[config.mk]
export PLATFORM = sky130hd
export DESIGN_NAME = pipeline_ctrl_flat
export DESIGN_NICKNAME = d
export VERILOG_FILES = /design/src/rtl/pipeline_pkg.sv /design/src/rtl/pipeline_ctrl_if.sv /design/src/rtl/pipeline_ctrl_forward_sel.sv /design/src/rtl/pipeline_ctrl.sv /design/src/flat_wrapper.sv
export SDC_FILE = /design/constraint.sdc
export NUM_CORES = 1
export LEC_CHECK = 0
export CAP_MARGIN = 20
export CELL_PAD_IN_SITES_DETAIL_PLACEMENT = 0
export CELL_PAD_IN_SITES_GLOBAL_PLACEMENT = 1
export CORE_UTILIZATION = 22
export CTS_CLUSTER_SIZE = 25
export DETAILED_ROUTE_END_ITERATION = 16
export PLACE_DENSITY = 0.78
export SYNTH_ARGS = -nofsm -noshare
export SYNTH_HDL_FRONTEND = slang
export SYNTH_HIERARCHICAL = 1
export SYNTH_SLANG_ARGS = --single-unit
[constraint.sdc]
create_clock -name clk -period 1.7 [get_ports clk]
set_input_delay 0.34 -clock clk [delete_from_list [all_inputs] [get_ports clk]]
set_output_delay 0.34 -clock clk [all_outputs]
set_load 0.01 [all_outputs]
[src/rtl/pipeline_pkg.sv]
// Shared types and constants for the RV32I pipeline hazard/sequencing controller.
package pipeline_pkg;

  localparam logic [1:0] RESULT_SRC_MEM = 2'b01;

  typedef enum logic [1:0] {
    FWD_NONE = 2'b00,
    FWD_WB   = 2'b01,
    FWD_MEM  = 2'b10
  } fwd_sel_t;

  typedef enum logic {
    RUN      = 1'b0,
    MEM_WAIT = 1'b1
  } ctrl_state_t;

endpackage

[src/rtl/pipeline_ctrl_if.sv]
// Hazard-information and stall/flush/forward bundle between the pipeline stages (master)
// and pipeline_ctrl (slave). All signals are level-sampled once per clock; there is no handshake.
interface pipeline_ctrl_if;
  import pipeline_pkg::*;

  logic [4:0] fetch_rs1;
  logic [4:0] fetch_rs2;
  logic [4:0] decode_rs1;
  logic [4:0] decode_rs2;
  logic [4:0] decode_rd;
  logic [1:0] decode_result_src;
  logic       decode_jump;
  logic       execute_pc_src;
  logic [4:0] mem_rd;
  logic [4:0] wb_rd;
  logic       mem_regfile_wr_enable;
  logic       wb_regfile_wr_enable;
  logic       mem_req;
  logic       mem_ready;

  logic       stall_fetch;
  logic       stall_decode;
  logic       stall_execute;
  logic       stall_mem;
  logic       flush_decode;
  logic       flush_execute;
  logic       flush_wb;
  logic       redirect_en;
  fwd_sel_t   fwd_a;
  fwd_sel_t   fwd_b;
  logic       mem_error;

  modport master (
    output fetch_rs1, fetch_rs2, decode_rs1, decode_rs2, decode_rd, decode_result_src,
           decode_jump, execute_pc_src, mem_rd, wb_rd, mem_regfile_wr_enable,
           wb_regfile_wr_enable, mem_req, mem_ready,
    input  stall_fetch, stall_decode, stall_execute, stall_mem, flush_decode,
           flush_execute, flush_wb, redirect_en, fwd_a, fwd_b, mem_error
  );

  modport slave (
    input  fetch_rs1, fetch_rs2, decode_rs1, decode_rs2, decode_rd, decode_result_src,
           decode_jump, execute_pc_src, mem_rd, wb_rd, mem_regfile_wr_enable,
           wb_regfile_wr_enable, mem_req, mem_ready,
    output stall_fetch, stall_decode, stall_execute, stall_mem, flush_decode,
           flush_execute, flush_wb, redirect_en, fwd_a, fwd_b, mem_error
  );
endinterface

[src/rtl/pipeline_ctrl_forward_sel.sv]
// Execute-operand forwarding select for one source register; memory stage wins over writeback.
module forward_sel
  import pipeline_pkg::*;
(
  input  logic [4:0] rs,
  input  logic [4:0] mem_rd,
  input  logic [4:0] wb_rd,
  input  logic       mem_wr_enable,
  input  logic       wb_wr_enable,
  output fwd_sel_t   sel
);

  always_comb begin
    sel = FWD_NONE;
    if (mem_wr_enable && (mem_rd != 5'd0) && (mem_rd == rs)) begin
      sel = FWD_MEM;
    end else if (wb_wr_enable && (wb_rd != 5'd0) && (wb_rd == rs)) begin
      sel = FWD_WB;
    end
  end

endmodule

[src/rtl/pipeline_ctrl.sv]
// Stall/flush/forward controller with a data-memory wait FSM and watchdog release.
// Optional performance counters are built when PIPELINE_CTRL_PERF_EN is defined.
module pipeline_ctrl
  import pipeline_pkg::*;
#(
  parameter int MEM_TIMEOUT = 16
) (
  input  logic              clk,
  input  logic              rst,
  pipeline_ctrl_if.slave    bus,
  output ctrl_state_t       state
`ifdef PIPELINE_CTRL_PERF_EN
  ,
  output logic [31:0]       perf_stall_cycles,
  output logic [31:0]       perf_flush_count
`endif
);

  localparam logic [7:0] WAIT_LAST = 8'(MEM_TIMEOUT - 1);

  ctrl_state_t state_q;
  ctrl_state_t next_state;
  logic [7:0]  wait_cnt;
  logic        mem_error_q;
  logic        mem_stall;
  logic        timeout_hit;
  logic        load_use;
  logic        redirect;
  fwd_sel_t    sel_a;
  fwd_sel_t    sel_b;

  forward_sel u_fwd_a (
    .rs            (bus.decode_rs1),
    .mem_rd        (bus.mem_rd),
    .wb_rd         (bus.wb_rd),
    .mem_wr_enable (bus.mem_regfile_wr_enable),
    .wb_wr_enable  (bus.wb_regfile_wr_enable),
    .sel           (sel_a)
  );

  forward_sel u_fwd_b (
    .rs            (bus.decode_rs2),
    .mem_rd        (bus.mem_rd),
    .wb_rd         (bus.wb_rd),
    .mem_wr_enable (bus.mem_regfile_wr_enable),
    .wb_wr_enable  (bus.wb_regfile_wr_enable),
    .sel           (sel_b)
  );

  always_ff @(posedge clk) begin
    if (rst) begin
      state_q     <= RUN;
      wait_cnt    <= 8'd0;
      mem_error_q <= 1'b0;
    end else begin
      state_q <= next_state;
      // Counter restarts on entry so wait_cnt == N means N+1 cycles already stalled.
      if (state_q == RUN) begin
        wait_cnt <= 8'd0;
      end else begin
        wait_cnt <= wait_cnt + 8'd1;
      end
      if (timeout_hit) begin
        mem_error_q <= 1'b1;
      end
    end
  end

  always_comb begin
    next_state        = state_q;
    timeout_hit       = 1'b0;
    mem_stall         = 1'b0;
    load_use          = 1'b0;
    redirect          = 1'b0;
    bus.stall_fetch   = 1'b0;
    bus.stall_decode  = 1'b0;
    bus.stall_execute = 1'b0;
    bus.stall_mem     = 1'b0;
    bus.flush_decode  = 1'b0;
    bus.flush_execute = 1'b0;
    bus.flush_wb      = 1'b0;
    bus.redirect_en   = 1'b0;
    bus.fwd_a         = FWD_NONE;
    bus.fwd_b         = FWD_NONE;

    case (state_q)
      RUN: begin
        mem_stall = bus.mem_req && !bus.mem_ready;
        if (mem_stall) next_state = MEM_WAIT;
      end
      MEM_WAIT: begin
        timeout_hit = !bus.mem_ready && (wait_cnt == WAIT_LAST);
        mem_stall   = !bus.mem_ready && !timeout_hit;
        if (!mem_stall) next_state = RUN;
      end
      default: next_state = RUN;
    endcase

    load_use = (bus.decode_result_src == RESULT_SRC_MEM) && (bus.decode_rd != 5'd0) &&
               ((bus.decode_rd == bus.fetch_rs1) || (bus.decode_rd == bus.fetch_rs2));
    redirect = bus.execute_pc_src || bus.decode_jump;

    if (rst) begin
      bus.flush_decode  = 1'b1;
      bus.flush_execute = 1'b1;
      bus.flush_wb      = 1'b1;
    end else begin
      bus.fwd_a = sel_a;
      bus.fwd_b = sel_b;
      if (mem_stall) begin
        // Branches stay frozen in execute and are re-presented after release.
        bus.stall_fetch   = 1'b1;
        bus.stall_decode  = 1'b1;
        bus.stall_execute = 1'b1;
        bus.stall_mem     = 1'b1;
        bus.flush_wb      = 1'b1;
      end else if (timeout_hit) begin
        bus.flush_wb = 1'b1;
      end else if (redirect) begin
        bus.redirect_en   = 1'b1;
        bus.flush_decode  = 1'b1;
        bus.flush_execute = 1'b1;
      end else if (load_use) begin
        bus.stall_fetch   = 1'b1;
        bus.stall_decode  = 1'b1;
        bus.flush_execute = 1'b1;
      end
    end
  end

  assign bus.mem_error = mem_error_q;
  assign state         = state_q;

`ifdef PIPELINE_CTRL_PERF_EN
  always_ff @(posedge clk) begin
    if (rst) begin
      perf_stall_cycles <= 32'd0;
      perf_flush_count  <= 32'd0;
    end else begin
      perf_stall_cycles <= perf_stall_cycles + {31'd0, bus.stall_fetch};
      perf_flush_count  <= perf_flush_count + {31'd0, bus.redirect_en};
    end
  end
`endif

endmodule

[src/flat_wrapper.sv]
// flat-port wrapper written by rule: the top's interface ports become plain ports
module pipeline_ctrl_flat import pipeline_pkg::*;
#(
  parameter int MEM_TIMEOUT = 16
)
  (clk, rst, state, bus_fetch_rs1, bus_fetch_rs2, bus_decode_rs1, bus_decode_rs2, bus_decode_rd, bus_decode_result_src, bus_decode_jump, bus_execute_pc_src, bus_mem_rd, bus_wb_rd, bus_mem_regfile_wr_enable, bus_wb_regfile_wr_enable, bus_mem_req, bus_mem_ready, bus_stall_fetch, bus_stall_decode, bus_stall_execute, bus_stall_mem, bus_flush_decode, bus_flush_execute, bus_flush_wb, bus_redirect_en, bus_fwd_a, bus_fwd_b, bus_mem_error);
  pipeline_ctrl_if bus_i ();
  input  logic clk;
  input  logic rst;
  output ctrl_state_t state;
  input wire logic [$bits(bus_i.fetch_rs1)-1:0] bus_fetch_rs1;
  input wire logic [$bits(bus_i.fetch_rs2)-1:0] bus_fetch_rs2;
  input wire logic [$bits(bus_i.decode_rs1)-1:0] bus_decode_rs1;
  input wire logic [$bits(bus_i.decode_rs2)-1:0] bus_decode_rs2;
  input wire logic [$bits(bus_i.decode_rd)-1:0] bus_decode_rd;
  input wire logic [$bits(bus_i.decode_result_src)-1:0] bus_decode_result_src;
  input wire logic [$bits(bus_i.decode_jump)-1:0] bus_decode_jump;
  input wire logic [$bits(bus_i.execute_pc_src)-1:0] bus_execute_pc_src;
  input wire logic [$bits(bus_i.mem_rd)-1:0] bus_mem_rd;
  input wire logic [$bits(bus_i.wb_rd)-1:0] bus_wb_rd;
  input wire logic [$bits(bus_i.mem_regfile_wr_enable)-1:0] bus_mem_regfile_wr_enable;
  input wire logic [$bits(bus_i.wb_regfile_wr_enable)-1:0] bus_wb_regfile_wr_enable;
  input wire logic [$bits(bus_i.mem_req)-1:0] bus_mem_req;
  input wire logic [$bits(bus_i.mem_ready)-1:0] bus_mem_ready;
  output wire logic [$bits(bus_i.stall_fetch)-1:0] bus_stall_fetch;
  output wire logic [$bits(bus_i.stall_decode)-1:0] bus_stall_decode;
  output wire logic [$bits(bus_i.stall_execute)-1:0] bus_stall_execute;
  output wire logic [$bits(bus_i.stall_mem)-1:0] bus_stall_mem;
  output wire logic [$bits(bus_i.flush_decode)-1:0] bus_flush_decode;
  output wire logic [$bits(bus_i.flush_execute)-1:0] bus_flush_execute;
  output wire logic [$bits(bus_i.flush_wb)-1:0] bus_flush_wb;
  output wire logic [$bits(bus_i.redirect_en)-1:0] bus_redirect_en;
  output wire logic [$bits(bus_i.fwd_a)-1:0] bus_fwd_a;
  output wire logic [$bits(bus_i.fwd_b)-1:0] bus_fwd_b;
  output wire logic [$bits(bus_i.mem_error)-1:0] bus_mem_error;
  assign bus_i.fetch_rs1 = bus_fetch_rs1;
  assign bus_i.fetch_rs2 = bus_fetch_rs2;
  assign bus_i.decode_rs1 = bus_decode_rs1;
  assign bus_i.decode_rs2 = bus_decode_rs2;
  assign bus_i.decode_rd = bus_decode_rd;
  assign bus_i.decode_result_src = bus_decode_result_src;
  assign bus_i.decode_jump = bus_decode_jump;
  assign bus_i.execute_pc_src = bus_execute_pc_src;
  assign bus_i.mem_rd = bus_mem_rd;
  assign bus_i.wb_rd = bus_wb_rd;
  assign bus_i.mem_regfile_wr_enable = bus_mem_regfile_wr_enable;
  assign bus_i.wb_regfile_wr_enable = bus_wb_regfile_wr_enable;
  assign bus_i.mem_req = bus_mem_req;
  assign bus_i.mem_ready = bus_mem_ready;
  assign bus_stall_fetch = bus_i.stall_fetch;
  assign bus_stall_decode = bus_i.stall_decode;
  assign bus_stall_execute = bus_i.stall_execute;
  assign bus_stall_mem = bus_i.stall_mem;
  assign bus_flush_decode = bus_i.flush_decode;
  assign bus_flush_execute = bus_i.flush_execute;
  assign bus_flush_wb = bus_i.flush_wb;
  assign bus_redirect_en = bus_i.redirect_en;
  assign bus_fwd_a = bus_i.fwd_a;
  assign bus_fwd_b = bus_i.fwd_b;
  assign bus_mem_error = bus_i.mem_error;
  pipeline_ctrl #(.MEM_TIMEOUT(MEM_TIMEOUT)) u_core (.clk(clk), .rst(rst), .bus(bus_i), .state(state));
endmodule
== Yosys cells after proc, flatten, opt, wreduce, memory -nomap -nowiden ==
Index checks and enable logic that the tools add are counted.
Storage, ports and cells
  bits in registers: 10
  logic and storage cells: 62
Operators by class
  add/subtract/negate cells: 1
  equal/unequal tests: 8
  multiplexer cells: 30
  bitwise logic cells: 1
  reductions and logical operators: 19
Operators with widths (number)
  $eq 5x5->1: 6
  $mux 1: 24
  $reduce_bool 5->1: 3
  $logic_and 1x1->1: 11
  $add 8x1->8 const B: 1
  $eq 8x4->1 const B: 1
  $mux 2: 4
  $pmux 1 s2: 2
  $eq 2x1->1 const B: 1
  $logic_not 1->1: 2
  $logic_or 1x1->1: 2
  $reduce_or 2->1: 1
  $not 1->1: 1

== Depth between registers and ports, before layout ==
Gate-level depths: netlist (run 1).
  depth in word-level cells: 8
  depth in mapped cells: 6
  depth with buffers taken out: 5

== Modules after synthesis ==
The synthesis (run 1) kept the hierarchy.
Modules (own cells, without submodules)
  pipeline_ctrl: instances 1, cells each 78, area each 649.4 µm², sequential area each 200.2 µm²
  forward_sel: instances 2, cells each 20, area each 151.4 µm², sequential area each 0.0 µm²

== Worst setup path after synthesis (run 1) ==
Ideal clock, no wire load.
  path type: flip-flop to output port
  from: register u_core.state_q (netlist: u_core/state)
  to: output bus_stall_fetch
  arrival: 1.538 ns
  data required time: 1.360 ns
  path slack: -0.178 ns
  cell stages (with the launch flop): 6
  cell sequence: dfxtp_1 -> or4b_4 -> o31ai_4 -> or2_2 -> o31ai_1 -> buf_4
Between the ends
  longest elaborated chain between the ends: 4
  elaborated cells between the ends (all ways): 6
RTL lines
  start: declaration: line pipeline_ctrl.sv:21  | ctrl_state_t state_q;
  start signal: assignment: line pipeline_ctrl.sv:56  | state_q <= next_state;
  $not 1->1 / $mux 1 (equally long branches)
  $pmux 1 s2 / $mux 1 (equally long branches)
  $mux 1 (*) (2 in a row)
  end: declaration: line flat_wrapper.sv:25  | output wire logic [$bits(bus_i.stall_fetch)-1:0] bus_stall_fetch;
Mark *: on every way between the ends. The rest lies on a longest branch, timed or not.

== Worst setup path in the final report (run 1) ==
  from: register u_core.wait_cnt[4]
  to: output bus_stall_fetch
Between the ends
  longest elaborated chain between the ends: 7
  elaborated cells between the ends (all ways): 9
RTL lines
  start: declaration: line pipeline_ctrl.sv:23  | logic [7:0] wait_cnt;
  start signal: assignment: line pipeline_ctrl.sv:61  | wait_cnt <= wait_cnt + 8'd1;
  $eq 8x4->1 (*): line pipeline_ctrl.sv:92  | timeout_hit = !bus.mem_ready && (wait_cnt == WAIT_LAST);
  $logic_and 1x1->1 (*): line pipeline_ctrl.sv:92
  $logic_not 1->1: line pipeline_ctrl.sv:93  | mem_stall = !bus.mem_ready && !timeout_hit;
  $logic_and 1x1->1: line pipeline_ctrl.sv:93
  $pmux 1 s2: line pipeline_ctrl.sv:86  | case (state_q)
  $mux 1 (*): line pipeline_ctrl.sv:110  | if (mem_stall) begin
  $mux 1 (*): line pipeline_ctrl.sv:103  | if (rst) begin
Marks and branches as above.

==> qor.yml, run 1 <==
power_leakage_nw: 0.886
synth_area_per_cell_sq_um: 8.07
pwr-share-comb_pct: 38.7
synth_area_sq_um: 952
critPathLaunchType: "flop"
fin_ws_ns: -0.403
period_share_pct: 124
post-place-cells: 248
p_sw_share_pct: 28.1
worstHoldPathCells: 2
p_total_uw: 879
core_area_sq_mm: 0.00409
rows: 23
hpwlAfterDp_um: 2370
grt_pass1_vias: 1083
critPathMaxStageDelay_ns: 0.55
power.density_mw_per_mm2: 441
place_congestion: 0.800
nNetsFinal: 256
clock_path_buffers: 2
ios: 59
htree_levels: 1
grt_pass1_wl_um: 4750
final_cells: 259
wl_met2_um: 1700
ys_seq_area_share_pct: 21.0
crit_buf_inv: 2
fillerInstances: 412
syn-instance-count: 118
synth_area_leaders: "dfxtp_1 (21%), xor2_1 (18%), xnor2_1 (11%)"
maxCapViolations: 0
worst-endpoint-required_ns: 1.36
cp_max_fo: 3
crit_family: "simple AND/OR/NAND/NOR gates"
violations: "negative setup slack"
cts_tree: "done"
overflow: 0
dr.pass1.iters: 4
crit_type: "reg2out"
max_freq_ghz: 0.476
critical_path.slowest_cell: "or4b_4"
max_slew_margin_pct: 79.6
clkTransAtPathRegs_ns: 0.05
wl_per_cell_um: 11.7
yosysWarnings: 6
holdWs_ns: 0.516
setup_violations: 9
drt-initial-drc-count: 17
rsz0062_at_grt: "yes"
die_area_sq_mm: 0.00459
vias_per_cell: 4.36
synth_cell_type_count: 30
totalWireLength_um: 3030
drc: 0
status: "finished, violations left"
cp.arrival_ns: 1.76
endpoint_kind: "output pin"
grt_start_max_net_pins: 8
synth_top_cell_by_area: "dfxtp_1"
ant_nets: 0
area_delta_synth_final_pct: 109
num_vias: 1130
routed.top_layer: "met4"
antenna_found_initial: 0
fin_util_pct: 48.8
antenna_cells: 0
crit_chain: "or4b_4, o31ai_4, or2_4, buf_6, o31ai_2, buf_2"
synthesis.nets: 164
seqPwrFrac_pct: 27.1
start_util_pct: 23.3
cts_inserted_buffers: 3
finalHoldViolCount: 0
hold_class: "reg2reg"
die_width_um: 67.8
wl_met1_um: 1170
synth_top_area_share_pct: 21.0
track_usage_pct: 13.9
cts_root_buf: "clkbuf_8"
fin_crit_ns: 2.10
report.final.slew_viol_count: 0
synth-seq-cells: 10
portBuffers: 58
wl_met3_um: 154
drive_gt1_share_pct: 50.7
vdd_drop_max_mv: 0.233
intPower_uw: 632
die_h_um: 67.8
p_switching_uw: 247
path_depth: 6
clock_power_share_pct: 34.2
finClkSkew_ns: 0.000978
cts_sinks: 10
clock_latency_ns: 0.23
worst_pin_slew_ns: 0.305
reg2regPathDepth: 7
## worst paths after layout
kind	from	slack, ns	to
worst max-delay path	u_core/wait_cnt[4]	-0.40	bus_stall_fetch
worst min-delay path	u_core/wait_cnt[0]	0.52	u_core/wait_cnt[0]
worst max register to register	u_core/wait_cnt[4]	0.06	u_core/state
worst min register to register	u_core/wait_cnt[0]	0.52	u_core/wait_cnt[0]
## cells by family (layout without fill, tap and decap cells)
kind of cell    after synthesis  after routing  synth area share, %
flops                        10             10                 21.0
xor+xnor                     32             32                 29.4
fa+ha+maj                     1              1                 1.31
compound gates               12             12                 13.0
buf+inv                       6             97                 3.15
simple gates                 57             57                 32.1
## layout make-up
type                            count  area (sq um)  share of cell area [%]
Sequential cell                    10           204                    10.2
Timing Repair Buffer               89           756                    37.9
Multi-Input combinational cell    102           902                    45.2
Clock buffer                        4          55.1                    2.76
Tap cell                           50          62.6                    3.14
Inverter                            4          15.0                   0.753
## power by group through the flow
stage	clock network, mW	logic [mW]	registers [mW]
after floorplan	0	0.103	0.244
after global placement	0	0.296	0.243
after detailed placement	0	0.298	0.243
after CTS	0.310	0.318	0.238
after global routing	0.328	0.370	0.238
final	0.301	0.340	0.238
## cells in the final DEF, fill, tap and decap left out, types with 3 or more instances in the layout
cell type	synthesis	final
clkdlybuf4s15_1	0	3
nor3_1	8	5
clkdlybuf4s15_2	0	3
buf_4	2	27
nor3_2	2	5
nor2b_1	4	4
clkdlybuf4s50_1	0	4
buf_2	0	16
dfxtp_1	10	7
xnor2_1	12	5
buf_6	0	10
clkbuf_2	0	4
buf_12	0	3
nand3_1	7	5
xnor2_2	0	7
dfxtp_2	0	3
nor2_1	15	10
dlygate4sd2_1	0	17
clkbuf_8	0	4
nand2_1	7	6
xor2_1	20	20
nor2_4	0	4
## worst reg2reg max path, stage by stage, from the launching register on
cell     delay [ns]
dfxtp_2        0.32
or4b_4         0.55
o31ai_4        0.22
or2_4          0.16
buf_6          0.09
buf_4          0.09
buf_4          0.09
inv_1          0.03
## registers in the layout, summed over array words and instances (netlist names)
register              cells
u_core/bus.mem_error      1
u_core/wait_cnt           8
u_core/state              1
## repair_timing
action | in CTS | in global routing
setup endpoints to repair | 12 | 13
cloned | 0 | 0
hold buffers | 0 | 0
buffers inserted | 6 | 3
pin swaps | 29 | 18
gates resized for setup | 188 | 26
## routing by layer
layer,vias to the layer above,track usage [%]
met3,2,3.04
met1,507,15.0
met2,29,26.6
li1,592,-
met4,0,3.65
met5,-,0
## through the flow
| stage | TNS (ns) | setup slack (ns) | instance area [sq um] |
|---|---|---|---|
| 2_1_floorplan | -0.207 | -0.140 | 957 |
| 3_3_place_gp | -10.01 | -0.921 | 1770 |
| 4_1_cts | -2.73 | -0.472 | 1930 |
| 6_report | -2.25 | -0.403 | 1990 |
| 3_5_place_dp | -10.16 | -0.937 | 1770 |
| 5_1_grt | -2.85 | -0.462 | 1990 |
## cell usage after synthesis
cell and instances:
nor2_1 15, ha_1 1, nor2b_1 4, nand4b_1 2, and2_1 1, and4_1 1
or2_2 2, o31ai_4 1, buf_4 2, or4b_4 1, nor3_2 2, xor2_1 20
and3_1 2, a211oi_2 2, xnor2_1 12, o31ai_1 2, nand4_1 1, nand2_1 7
nand3_1 7, a21oi_1 2, nand2b_1 1, dfxtp_1 10, a22oi_1 1, or2_1 1
nor3_1 8, o21bai_1 1, o21ai_1 1, inv_1 4, o41ai_2 2, nor4_1 2
No activity file was read; power rests on OpenSTA's default activity.
==> run 2: changes to the inputs <==
--- a/config.mk
+++ b/config.mk
@@ -11,6 +11,7 @@
 export CORE_UTILIZATION = 22
 export CTS_CLUSTER_SIZE = 25
 export DETAILED_ROUTE_END_ITERATION = 16
+export GPL_TIMING_DRIVEN = 0
 export PLACE_DENSITY = 0.78
 export SYNTH_ARGS = -nofsm -noshare
 export SYNTH_HDL_FRONTEND = slang
==> run 2 against run 1 <==
Effect of this change: largest cell class unchanged; global-route usage down 2.3 points; count of clock-buffer cells in the layout shrank 1; clock skew up 0.0040 ns; highest routed layer unchanged; design area decreased by 9.2%; maximum frequency is 1.2% lower; the run still ends with negative setup slack left; critical endpoint unchanged; cell count shrank 8.1%; largest power group unchanged.
==> qor.yml, run 2 (synthesized netlist as in run 1, its figures left out) <==
rows: 23  # unchanged
report.final.slew_viol_count: 0  # unchanged
vdd_drop_max_mv: 0.224  # -3.8%
htree_levels: 1  # unchanged
r2r_setup_slack_ns: 0.14  # +0.08 ns
cts_inserted_buffers: 3  # unchanged
dr.pass1.iters: 3  # -1
nNetsFinal: 236  # -7.8%
cts_tree: "done"
clkTransAtPathRegs_ns: 0.04  # about the same
core_area_sq_mm: 0.00409  # unchanged
totalWireLength_um: 2960  # -2.3%
vias_per_cell: 4.42  # +1.4%
portBuffers: 58  # unchanged
worst_pin_slew_ns: 0.270  # -0.0349 ns
setup_violations: 8  # -1
critPathLaunchType: "input port"
endpoint: "bus_stall_fetch"
crit_type: "in2out"
max_slew_margin_pct: 81.8  # +2.2 points
overflow: 0  # unchanged
fin_ws_ns: -0.429  # -0.0265 ns
grt_pass1_vias: 925  # -15%
area_delta_synth_final_pct: 90.3
period_share_pct: 125  # +1.6 points
drt-initial-drc-count: 29  # +12
worst-endpoint-required_ns: 1.36  # about the same
maxCapViolations: 0  # unchanged
fin_crit_ns: 2.13  # +0.0265 ns
startpoint: "bus_mem_ready"
hpwlAfterDp_um: 2170  # -8.4%
endpoint_kind: "output pin"
antenna_found_initial: 0  # unchanged
violations: "negative setup slack"
final_common_cell: "xor2_1"
rsz0062_at_grt: "yes"
start_util_pct: 23.3  # unchanged
reg2reg_from: "u_core/wait_cnt[4]"
reg2regPathDepth: 6  # -1
regMostFlops: "u_core/wait_cnt"
rr_endpoint: "u_core/state"
place_congestion: 0.738  # -7.8%
die_h_um: 67.8  # unchanged
clock_path_buffers: 2  # unchanged
ios: 59  # unchanged
power.density_mw_per_mm2: 439  # -0.54%
die_width_um: 67.8  # unchanged
grt_start_max_net_pins: 8  # unchanged
wl_per_cell_um: 12.4  # +6.3%
status: "finished, violations left"
drc: 0  # unchanged
power_leakage_nw: 0.802  # -9.5%
finClkSkew_ns: 0.00499  # +0.00401 ns
track_usage_pct: 11.6  # -2.3 points
ant_nets: 0  # unchanged
max_freq_ghz: 0.470  # -1.2%
cp.arrival_ns: 1.79  # +0.03 ns
layout_common_cells: "xor2_1 (20), buf_2 (14), buf_4 (13)"
finalHoldViolCount: 0  # unchanged
ctsHoldBuffers: 0  # unchanged
num_vias: 1053  # -6.8%
clock_latency_ns: 0.23  # about the same
hold_class: "reg2reg"
grt_pass1_wl_um: 4100  # -14%
antenna_cells: 0  # unchanged
cts_sinks: 10  # unchanged
cp_max_fo: 3  # unchanged
cts_root_buf: "clkbuf_8"
die_area_sq_mm: 0.00459  # unchanged
p_total_uw: 795  # -9.7%
largest_register_ffs: 8  # unchanged
drive_gt1_share_pct: 44.7  # -6.0 points
holdWs_ns: 0.472  # -0.0439 ns
==> run 2: cell count changes in the layout (fill, tap and decap cells not counted), sizes merged <==
cell,change
buf,-18
clkdlybuf4s15,-2
dlygate4sd2,-6
clkdlybuf4s50,+1
dlymetal6s2s,+5
clkbuf,-1
==> run 2: repair_timing <==
item / 4_1_cts / 5_1_grt
pin swaps: 30 / 18
setup buffers: 4 / 5
resized for setup: 159 / 51
gates cloned: 0 / 0
hold endpoints to repair: 0 / 0
endpoints found under the setup margin: 12 / 12
==> run 2: cell type report <==
cell class              count  area, sq um
clock buffers               3         41.3
multi-input cells         102          885
plain buffers               2         15.0
flip-flops and latches     10          205
repair buffers             67          588
fillers                   427         2270
inverters                   4         15.0
well taps                  50         62.6
==> run 2: power by group <==
part	internal [mW]	total, mW	switching, mW
logic	0.173	0.312	0.140
registers	0.236	0.238	0.00244
clock network	0.155	0.244	0.0892
total	0.563	0.795	0.231
==> run 2: worst min-delay path by stage <==
stage / from / endpoint / slack [ns] / depth (start not counted)
3_3_place_gp: u_core/wait_cnt[0] / u_core/wait_cnt[0] / 0.45 / 1
2_1_floorplan: u_core/wait_cnt[0] / u_core/wait_cnt[0] / 0.43 / 1
6_report: u_core/wait_cnt[0] / u_core/wait_cnt[0] / 0.47 / 1
3_5_place_dp: u_core/wait_cnt[0] / u_core/wait_cnt[0] / 0.45 / 1
4_1_cts: u_core/wait_cnt[0] / u_core/wait_cnt[0] / 0.46 / 1
5_1_grt: u_core/wait_cnt[0] / u_core/wait_cnt[0] / 0.49 / 1
==> run 2: per-stage QoR <==
| step | std cells | worst slack (ns) | instance area, sq um | setup TNS [ns] | utilization, % |
|---|---|---|---|---|---|
| detailed placement | 226 | -1.03 | 1600 | -10.08 | 39.2 |
| global placement | 226 | -1.05 | 1600 | -10.21 | 39.2 |
| finish | 238 | -0.429 | 1810 | -2.18 | 44.3 |
| CTS | 233 | -0.473 | 1650 | -2.55 | 40.3 |
| floorplan | 118 | -0.140 | 957 | -0.207 | - |
| global route | 238 | -0.488 | 1810 | -2.86 | 44.3 |
==> run 2: layer usage <==
layer  part of all wire (%)  up-vias  global-route usage (%)  routed length (um)
met5                      0        -                       0                   0
met4                   0.30        0                    1.56                   9
met3                    5.3        2                    2.53                 157
met2                     54       29                    20.8                1610
met1                     40      472                    14.3                1180
li1                       -      550                       -                   -
==> run 2: worst max-delay path, stage by stage <==
cell and delay (ns):
clkdlybuf4s15_2 0.20, or4b_4 0.56, o31ai_4 0.20, or2_4 0.18
o31ai_4 0.07, buf_4 0.14, buf_6 0.11
==> run 3: changes to the inputs <==
--- a/config.mk
+++ b/config.mk
@@ -5,6 +5,7 @@
 export SDC_FILE = /design/constraint.sdc
 export NUM_CORES = 1
 export LEC_CHECK = 0
+export ABC_AREA = 1
 export CAP_MARGIN = 20
 export CELL_PAD_IN_SITES_DETAIL_PLACEMENT = 0
 export CELL_PAD_IN_SITES_GLOBAL_PLACEMENT = 1
@@ -12,7 +13,7 @@
 export CTS_CLUSTER_SIZE = 25
 export DETAILED_ROUTE_END_ITERATION = 16
 export GPL_TIMING_DRIVEN = 0
-export PLACE_DENSITY = 0.78
+export PLACE_DENSITY_LB_ADDON = 0.1
 export SYNTH_ARGS = -nofsm -noshare
 export SYNTH_HDL_FRONTEND = slang
 export SYNTH_HIERARCHICAL = 1
==> run 3 against run 2 <==
Effect of this change: the flow still finishes with violations (negative setup slack); worst setup slack better by 0.25 ns; clock power is 19% higher; flip-flop and latch count stayed put; clock skew is 0.0046 ns lower; maximum frequency is 14% higher; non-clock buffer count is 1 higher; synthesized area is 22% higher; count of clock-buffer cells in the layout is 1 higher; routed wire length is 13% higher; synthesized cell count is 92% higher; design area is 6.3% higher; critical endpoint unchanged.
==> qor.yml, run 3 <==
power_leakage_nw: 1.04  # +30%
track_usage_pct: 12.2  # +0.61 points
drt-initial-drc-count: 19  # -34%
max_freq_ghz: 0.533  # +14%
cts_sinks: 10  # unchanged
max_slew_margin_pct: 87.1  # +5.2 points
cp.arrival_ns: 1.53  # -0.26 ns
synth.most_common_cell: "nand2_1"
synth_top_cell_by_area: "nand2_1"
rows: 26  # +13%
reg2reg_from: "u_core/wait_cnt[1]"
grt_start_max_net_pins: 9  # +1
htree_levels: 1  # unchanged
vias_per_cell: 4.01  # -9.3%
fin_ws_ns: -0.175  # +0.254 ns
place_congestion: 0.725  # -1.7%
wl_per_cell_um: 9.15  # -26%
crit_chain: "ha_4, nand2_4, nor2_4, nand2_2, nor2_4, nor2_2, nand3_1, nand2_2, buf_6, buf_6"
worst_pin_slew_ns: 0.192  # -0.0783 ns
synth_edf_count: 0  # unchanged
regMostFlops: "u_core/wait_cnt"
vdd_drop_max_mv: 0.208  # -7.1%
overflow: 0  # unchanged
crit_buf_inv: 2  # -1
clock_latency_ns: 0.23  # about the same
crit_type: "reg2out"
yosys.area_share.adder_pct: 1.08  # -0.24 points
yosysWarnings: 6  # unchanged
largest_register_ffs: 8  # unchanged
clkTransAtPathRegs_ns: 0.05  # about the same
grt_pass1_vias: 1301  # +41%
synth_area_leaders: "nand2_1 (22%), dfxtp_1 (17%), inv_1 (15%)"
r2r_setup_slack_ns: 0.44  # +0.30 ns
hpwlAfterDp_um: 2790  # +29%
start_util_pct: 22.7  # -0.59 points
grt_pass1_wl_um: 5230  # +28%
die_h_um: 74.6  # +10%
maxCapViolations: 0  # unchanged
min_to: "u_core/state"
rsz0062_at_grt: "yes"
ant_nets: 0  # unchanged
placed_area_sq_mm: 0.00182  # +14%
portBuffers: 57  # -1.7%
totalWireLength_um: 3360  # +13%
seq_area_sq_um: 204  # -0.61%
synth_area_sq_mm: 0.00116  # +22%
period_share_pct: 110  # -15 points
drc: 0  # unchanged
cts_inserted_buffers: 3  # unchanged
rr_endpoint: "u_core/wait_cnt[6]"
core_area_sq_mm: 0.00511  # +25%
nNetsFinal: 344  # +46%
cp_max_fo: 3  # unchanged
cts_tree: "done"
synthFlopType: "dfxtp_1"
p_total_uw: 823  # +3.6%
ios: 59  # unchanged
reg2regPathDepth: 8  # +2
muxShareOfSynthArea_pct: 0  # unchanged
antenna_cells: 0  # unchanged
synth_cell_type_count: 22  # -27%
die_area_sq_mm: 0.00557  # +21%
setup_violations: 4  # -4
multi_input_area_sq_um: 861  # -2.7%
fillerInstances: 623  # +46%
syn-instance-count: 226  # +92%
ys_seq_area_share_pct: 17.3  # -3.8 points
final_common_cell: "nand2_1"
async_flop_share_pct: 0  # unchanged
synth_xor_area_share_pct: 3.78  # -26 points
clock_path_buffers: 2  # unchanged
worst-endpoint-required_ns: 1.36  # about the same
synth_compound_area_share_pct: 8.52  # -4.5 points
report.final.slew_viol_count: 0  # unchanged
endpoint_kind: "output pin"
critical_path.slowest_cell: "dfxtp_2"
hold_class: "in2reg"
die_width_um: 74.6  # +10%
min_from: "rst"
yosys-top-cells-count: "nand2_1 (69), inv_1 (45), nor2_1 (38), nand3_1 (14)"
cts_root_buf: "clkbuf_8"
synth_top_family_by_area: "simple AND/OR/NAND/NOR gates"
finalHoldViolCount: 0  # unchanged
drive_gt1_share_pct: 33.0  # -12 points
fin_crit_ns: 1.87  # -0.254 ns
critPathLaunchType: "flop"
layout_common_cells: "nand2_1 (66), inv_1 (36), nor2_1 (31)"
num_vias: 1473  # +40%
area_delta_synth_final_pct: 66.0
synthesis.nets: 272  # +66%
synth_area_per_cell_sq_um: 5.13  # -36%
dr.pass1.iters: 4  # +1
finClkSkew_ns: 0.000403  # -0.00458 ns
design_area_sq_mm: 0.00193  # +6.3%
yosys.area_share.simple_pct: 50.6  # +19 points
critPathMaxStageDelay_ns: 0.34  # -0.22 ns
worstHoldPathCells: 2  # +1
antenna_found_initial: 0  # unchanged
synth-seq-cells: 10  # unchanged
power.density_mw_per_mm2: 428  # -2.5%
holdWs_ns: 0.311  # -0.161 ns
violations: "negative setup slack"
tns_ns: -0.383  # +1.79 ns
status: "finished, violations left"
synth_top_area_share_pct: 22.3  # +1.3 points
crit_family: "simple AND/OR/NAND/NOR gates"
==> run 3: changes by cell type in the layout (fill, tap and decap cells not counted), sizes merged, moves of 4 or more <==
cell	previous run	this run
clkbuf	7	17
nand3	7	14
nor2b	4	0
nor3	10	2
xor2	20	3
inv	4	51
nand2	7	73
dlymetal6s2s	6	2
xnor2	12	2
buf	39	31
o21ai	1	11
nor2	15	45
==> run 3: timing repair <==
| item | in CTS | in global routing |
|---|---|---|
| hold buffers | 0 | 0 |
| setup endpoints to repair | 12 | 11 |
| gates resized for setup | 127 | 61 |
| gates cloned | 0 | 0 |
| pin swaps | 22 | 35 |
| buffers inserted | 6 | 4 |
| hold endpoints to repair | 0 | 0 |
==> run 3: cell type report <==
| type | instances | share of cell area (%) |
|---|---|---|
| tap | 70 | 4.55 |
| sequential | 10 | 10.6 |
| clock buffer | 4 | 2.86 |
| inverter | 51 | 9.94 |
| timing repair buffer | 67 | 25.8 |
| buffer | 3 | 1.56 |
| multi-input combinational | 162 | 44.7 |
==> run 3: layer usage <==
metal	routed length, um	vias up	track usage (%)
li1	-	815	-
met1	1400	623	12.5
met2	1830	35	25.7
met3	123	0	1.61
met4	0	0	2.52
met5	0	-	0
==> run 3: worst max-delay path by stage <==
stage	endpoint	slack (ns)	start	cells after the start
global placement	bus_fwd_a[0]	-0.78	bus_wb_rd[0]	10
CTS	bus_stall_fetch	-0.17	u_core/wait_cnt[0]	10
floorplan	bus_stall_fetch	0.04	u_core/wait_cnt[0]	9
finish	bus_stall_fetch	-0.17	u_core/wait_cnt[1]	10
detailed placement	bus_fwd_a[0]	-0.77	bus_wb_rd[0]	10
global route	bus_stall_fetch	-0.26	u_core/wait_cnt[1]	10
==> run 3: cells by family (layout without fill, tap and decap cells) <==
logic type / Yosys count / after routing
and+or+nand+nor: 138 / 138
buffers and inverters: 54 / 125
AOI/OAI and AO/OA: 18 / 18
DFF: 10 / 10
xor gates and xnor gates: 5 / 5
adders and majority gates: 1 / 1
==> run 3: stage by stage <==
step	instances	util, %	setup slack, ns
floorplan	226	-	0.0415
CTS	363	37.0	-0.169
global placement	353	35.6	-0.781
detailed placement	353	35.6	-0.769
finish	367	37.7	-0.175
global route	367	37.7	-0.257
==> run 3: power by group <==
group          internal [mW]  switching, mW  leakage (nW)
clock network          0.203         0.0872        0.0288
logic                  0.138          0.155         0.931
registers              0.238        0.00246        0.0821
==> run 3: worst register-to-register path: stages (launching register included) <==
cell	delay [ns]
dfxtp_2	0.34
ha_4	0.15
nand2_4	0.06
nor2_4	0.12
buf_4	0.11
buf_4	0.09
nand3_1	0.06
xor2_1	0.16
nor2_1	0.06
